**src/rtl/bus_arbiter.sv**
```systemverilog
// Two-master round-robin arbiter for the shared 16-bit CPU memory bus.
// The granted master's request passes straight through to the slave side,
// and ack/err are routed back to that master only. A per-transfer watchdog
// ends any transfer the slave never acknowledges.
module bus_arbiter #(
  parameter int unsigned ADDR_WIDTH     = 14,
  parameter int unsigned TIMEOUT_CYCLES = 255
) (
  input  logic                  clk,
  input  logic                  rst_n,
  // master 0 (cpu)
  input  logic [ADDR_WIDTH-1:0] m0_addr,
  input  logic [15:0]           m0_wrdata,
  input  logic                  m0_cyc,
  input  logic                  m0_write,
  output logic                  m0_ack,
  output logic                  m0_err,
  output logic [15:0]           m0_rddata,
  // master 1 (dma / debug)
  input  logic [ADDR_WIDTH-1:0] m1_addr,
  input  logic [15:0]           m1_wrdata,
  input  logic                  m1_cyc,
  input  logic                  m1_write,
  output logic                  m1_ack,
  output logic                  m1_err,
  output logic [15:0]           m1_rddata,
  // slave side
  output logic [ADDR_WIDTH-1:0] bus_addr,
  output logic [15:0]           bus_wrdata,
  output logic                  bus_cyc,
  output logic                  bus_write,
  input  logic [15:0]           bus_rddata,
  input  logic                  bus_ack
);

  localparam int unsigned TCNT_W = (TIMEOUT_CYCLES > 2) ? $clog2(TIMEOUT_CYCLES) : 1;
  localparam logic [TCNT_W-1:0] TCNT_LAST = TCNT_W'(TIMEOUT_CYCLES - 1);

  typedef enum logic {
    ST_IDLE = 1'b0,
    ST_BUSY = 1'b1
  } state_e;

  state_e              state_q, state_d;
  logic                grant_q, grant_d;
  logic                last_q,  last_d;
  logic [TCNT_W-1:0]   tcnt_q,  tcnt_d;

  logic                  sel_cyc;
  logic                  sel_write;
  logic [ADDR_WIDTH-1:0] sel_addr;
  logic [15:0]           sel_wrdata;
  logic                  ack_c;
  logic                  err_c;

  // Request of whichever master currently holds the grant.
  assign sel_cyc    = grant_q ? m1_cyc    : m0_cyc;
  assign sel_write  = grant_q ? m1_write  : m0_write;
  assign sel_addr   = grant_q ? m1_addr   : m0_addr;
  assign sel_wrdata = grant_q ? m1_wrdata : m0_wrdata;

  // Read data is broadcast; only the matching ack makes it meaningful.
  assign m0_rddata = bus_rddata;
  assign m1_rddata = bus_rddata;

  // Completion / abort pulses go to the granted master only.
  assign m0_ack = ack_c & ~grant_q;
  assign m1_ack = ack_c &  grant_q;
  assign m0_err = err_c & ~grant_q;
  assign m1_err = err_c &  grant_q;

  // State, grant, fairness and watchdog registers.
  always_ff @(posedge clk or negedge rst_n) begin
    if (!rst_n) begin
      state_q <= ST_IDLE;
      grant_q <= 1'b0;
      last_q  <= 1'b1;
      tcnt_q  <= '0;
    end else begin
      state_q <= state_d;
      grant_q <= grant_d;
      last_q  <= last_d;
      tcnt_q  <= tcnt_d;
    end
  end

  // Arbitration, slave-side forwarding and transfer termination.
  always_comb begin
    state_d    = state_q;
    grant_d    = grant_q;
    last_d     = last_q;
    tcnt_d     = tcnt_q;
    bus_cyc    = 1'b0;
    bus_write  = 1'b0;
    bus_addr   = '0;
    bus_wrdata = '0;
    ack_c      = 1'b0;
    err_c      = 1'b0;

    case (state_q)
      ST_IDLE: begin
        if (m0_cyc || m1_cyc) begin
          state_d = ST_BUSY;
          tcnt_d  = '0;
          // On a tie the master that did not go last wins.
          if (m0_cyc && m1_cyc) grant_d = ~last_q;
          else                  grant_d = m1_cyc;
        end
      end

      ST_BUSY: begin
        bus_cyc    = sel_cyc;
        bus_write  = sel_write;
        bus_addr   = sel_addr;
        bus_wrdata = sel_wrdata;
        if (!sel_cyc) begin
          // Master withdrew: no response, fairness history untouched.
          state_d = ST_IDLE;
        end else if (bus_ack) begin
          // Ack beats a coincident timeout.
          ack_c   = 1'b1;
          last_d  = grant_q;
          state_d = ST_IDLE;
        end else if (tcnt_q == TCNT_LAST) begin
          err_c   = 1'b1;
          last_d  = grant_q;
          state_d = ST_IDLE;
        end else begin
          tcnt_d = tcnt_q + TCNT_W'(1);
        end
      end

      default: state_d = ST_IDLE;
    endcase
  end

endmodule

```
**config.mk**
```make
export PLATFORM = sky130hd
export DESIGN_NAME = bus_arbiter
export DESIGN_NICKNAME = d
export VERILOG_FILES = /design/src/rtl/bus_arbiter.sv
export SDC_FILE = /design/constraint.sdc
export NUM_CORES = 1
export LEC_CHECK = 0
export BUFFER_PORTS_ARGS = -buffer_cell sky130_fd_sc_hd__buf_4
export CAP_MARGIN = 20
export CORE_MARGIN = 3
export CORE_UTILIZATION = 36
export CTS_BUF_LIST = sky130_fd_sc_hd__clkbuf_8
export CTS_CLUSTER_DIAMETER = 150
export DETAILED_ROUTE_END_ITERATION = 6
export HOLD_SLACK_MARGIN = 0.15
export PLACE_DENSITY = 0.84
export SYNTH_ARGS = -nofsm -noshare
export SYNTH_HDL_FRONTEND = slang
export SYNTH_SLANG_ARGS = --single-unit
```
**constraint.sdc**
```tcl
create_clock -name clk -period 2.3 [get_ports clk]
set_input_delay 0.46 -clock clk [delete_from_list [all_inputs] [get_ports clk]]
set_output_delay 0.46 -clock clk [all_outputs]
set_load 0.03 [all_outputs]
```
==> impl_summary.log <==
[metrics] status: finished, final reports clean
[metrics] synthesized instance count: 180
[metrics] number of register bits inferred by synthesis: 11
[metrics] buffer cell driving the clock tree root: sky130_fd_sc_hd__clkbuf_8
[metrics] Max Root-Sink Buffers: 2
[metrics] largest area contributor in the synthesized netlist: sky130_fd_sc_hd__mux2i_1
[metrics] setup tns final: 0 ns
[metrics] Slew Limit Fails: 0
[metrics] final hold violation count: 0
[metrics] Initial Utilization: 39.4%
[metrics] Yosys cell types: 37
[metrics] height of the die: 68.1 um
[metrics] number of placement rows: 21
[metrics] Worst Tran Pin Value: 0.475 ns
[metrics] DRC violations left: 0
[metrics] largest net degree at the start of global routing: 30
[metrics] H-tree levels: 1
[metrics] area growth from synthesis to layout: 47.5%
[metrics] Top FF cell, synth: sky130_fd_sc_hd__dfrtp_1
[metrics] max capacitance violation total: 0
[metrics] CP Launch Type: flip-flop
[metrics] port buffer count: 102
[metrics] fin crit share: 92.0%
[metrics] dpl cells: 293
[metrics] count of synthesis-stage warnings from yosys: 0
[metrics] maximum operating frequency: 473 MHz
[metrics] Fin Clk Skew: 0.00167 ns
[metrics] average footprint of a synthesized cell: 7.70 um2
[metrics] all-layer global routing usage: 16.7%
[metrics] wirelength, routed: 4610 um
[metrics] clock sink total: 11
[metrics] Leakage Power: 1.08 nW
[metrics] Final nets: 338
[metrics] cell with the largest stage delay on the worst path: sky130_fd_sc_hd__dfrtp_1
[metrics] remaining antenna violation count after routing: 0
[metrics] drt pass-1 iters: 4
[metrics] total overflow reported by the global router: 0
[metrics] post-route minimum period: 2.12 ns
[metrics] Syn Std Cell Area: 0.00139 mm2
[metrics] IR Drop Worst-Case VDD: 0.000501 V
[metrics] number of primary I/O pins: 151
[metrics] sort of element at the end of the critical path: primary output
[metrics] setup repair after global routing missed its margin: no
[metrics] crit path launch: tcnt_q[0]
[metrics] worst min path class: flip-flop to flip-flop
[metrics] count of non-filler cells in the finished layout: 298
[metrics] area of the die: 0.00463 mm2
[metrics] largest incremental delay on the critical path: 0.39 ns
[metrics] most common cell in the netlist: sky130_fd_sc_hd__nor2_1
[metrics] DRC marker count from the first detailed-route iteration: 66
[metrics] Buffers & Inverters on Critical Path: 2
[metrics] total clock buffers created by CTS: 3
[metrics] most numerous cell types in the synthesized netlist: sky130_fd_sc_hd__nor2_1 (38), sky130_fd_sc_hd__buf_4 (32), sky130_fd_sc_hd__mux2i_1 (32)
[metrics] PwrDens: 1000 mW/mm2
[metrics] share of synthesized area occupied by flip-flops and latches: 19.9%
[metrics] via count: 1512
[metrics] CTS tree: built
[metrics] area fraction of the dominant cell type after synthesis: 23.1%
[metrics] async set-or-reset flop fraction in the synthesized netlist: 100%
[metrics] WL per Instance: 15.5 um
[metrics] Crit Reg-Reg Startpoint: grant_q
[metrics] initial antenna violation count: 0
[metrics] Core Box Area: 0.00352 mm2
[metrics] beginning of the worst hold path: tcnt_q[4]
[metrics] syn_nets: 265
[metrics] antenna diode count: 0
[metrics] Horiz. Die Dim: 68.1 um
[metrics] clock latency on the worst-skew pair: 0.24 ns
[metrics] required arrival time at the worst endpoint: 1.84 ns
[metrics] number of enable-type register cells in the synthesized netlist: 0
[metrics] Cell Chain, Critical Path: inv_1, ha_1, and4_1, nand3_1, nor3_1, buf_4
[metrics] average via count per standard cell: 5.07
[metrics] crit path DAT: 1.66 ns
[metrics] startpoint-to-endpoint class of the critical path: flip-flop to primary output
[metrics] placer's final routability congestion estimate: 0.970
[metrics] post-DP HPWL: 3770 um
[metrics] layout cells sized above 1: 45.6%
[metrics] Max Fanout on Critical Path: 4
[metrics] clock transition at the registers of the reported paths: 0.05 ns
[metrics] cell type group with the largest total delay on the critical path: simple AND/OR/NAND/NOR gates
[metrics] Setup violations, final: 0
[metrics] global-route wire length before repair: 5980 um
[metrics] top post-synthesis cells by area: sky130_fd_sc_hd__mux2i_1 (23%), sky130_fd_sc_hd__dfrtp_1 (18%), sky130_fd_sc_hd__buf_4 (17%)
[metrics] Core Util, Final: 58.1%
[metrics] via count of the first global-routing pass: 1252
[metrics] tightest slew margin relative to the limit: 68.0%
## per-layer routing
metal / global-route usage (%) / vias to the layer above / wire length [um]
met5: 0 / - / 0
met4: 5.46 / 0 / 85
met3: 4.60 / 14 / 582
met2: 27.8 / 91 / 2290
met1: 20.7 / 668 / 1650
li1: - / 739 / -
## placed cells by master (no fill, tap or decap), drive strengths merged, types with 2 or more instances in the layout
master / count
a21oi: 2
inv: 5
nand3: 6
nor3: 2
o21ai: 3
mux2i: 32
dfrtp: 10
buf: 107
a31oi: 5
and3: 2
ha: 2
clkbuf: 3
a32o: 2
nand2: 10
nor4: 2
mux2: 2
nor2: 38
## where the power goes
part           switching, mW  total [mW]  internal, mW
Sequential            0.0735       0.323         0.250
Combinational          0.883        1.54         0.655
Clock                 0.0749       0.192         0.117
## flip-flops by register name, indices dropped and copies added, names as in the netlist
name     flops
grant_q      1
last_q       1
state_q      1
tcnt_q       8
## layout make-up
type	count	area, um2
fillers	337	1480
clock buffers	3	41.3
repair buffers	108	826
well taps	46	57.6
inverters	5	18.8
multi-input cells	124	820
clock inverters	1	3.75
flip-flops and latches	11	278
## final timing paths
| path | depth (start not counted) | slack [ns] | to |
|---|---|---|---|
| hold reg to reg | 1 | 0.50 | tcnt_q[4] |
| min in group asynchronous | 2 | 0.58 | tcnt_q[0] |
| hold / removal | 1 | 0.50 | tcnt_q[4] |
| setup / recovery | 6 | 0.18 | m0_err |
| max in group asynchronous | 2 | 1.49 | last_q |
| setup reg to reg | 5 | 0.44 | tcnt_q[6] |
## through the flow
| stage | setup slack (ns) | instance area [um2] | hold slack [ns] | total power [mW] |
|---|---|---|---|---|
| after floorplan | 0.134 | 1390 | 0.164 | 1.43 |
| after global placement | 0.485 | 1980 | 0.303 | 1.85 |
| after detailed placement | 0.457 | 1980 | 0.304 | 1.87 |
| after CTS | 0.118 | 2040 | 0.503 | 2.06 |
| after global routing | 0.00129 | 2040 | 0.522 | 2.18 |
| final | 0.184 | 2040 | 0.500 | 2.05 |
## timing repair
item	in CTS	in global routing
resized for setup	0	1
hold endpoints to repair	10	0
buffers inserted	0	0
hold buffers	1	0
setup endpoints to repair	0	1
## cell families (layout without fill, tap and decap cells)
| group | after synthesis | in the layout | share of synthesized area (%) |
|---|---|---|---|
| AND/OR/NAND/NOR | 67 | 67 | 21.3 |
| buffers and inverters | 45 | 117 | 21.3 |
| adder cells (fa/ha/maj) | 2 | 2 | 1.80 |
| multiplexers | 34 | 34 | 24.7 |
| AO/OA/AOI/OAI | 21 | 21 | 10.9 |
| flip-flops | 11 | 11 | 19.9 |
Note: power is estimated with default switching activity, not from simulation.
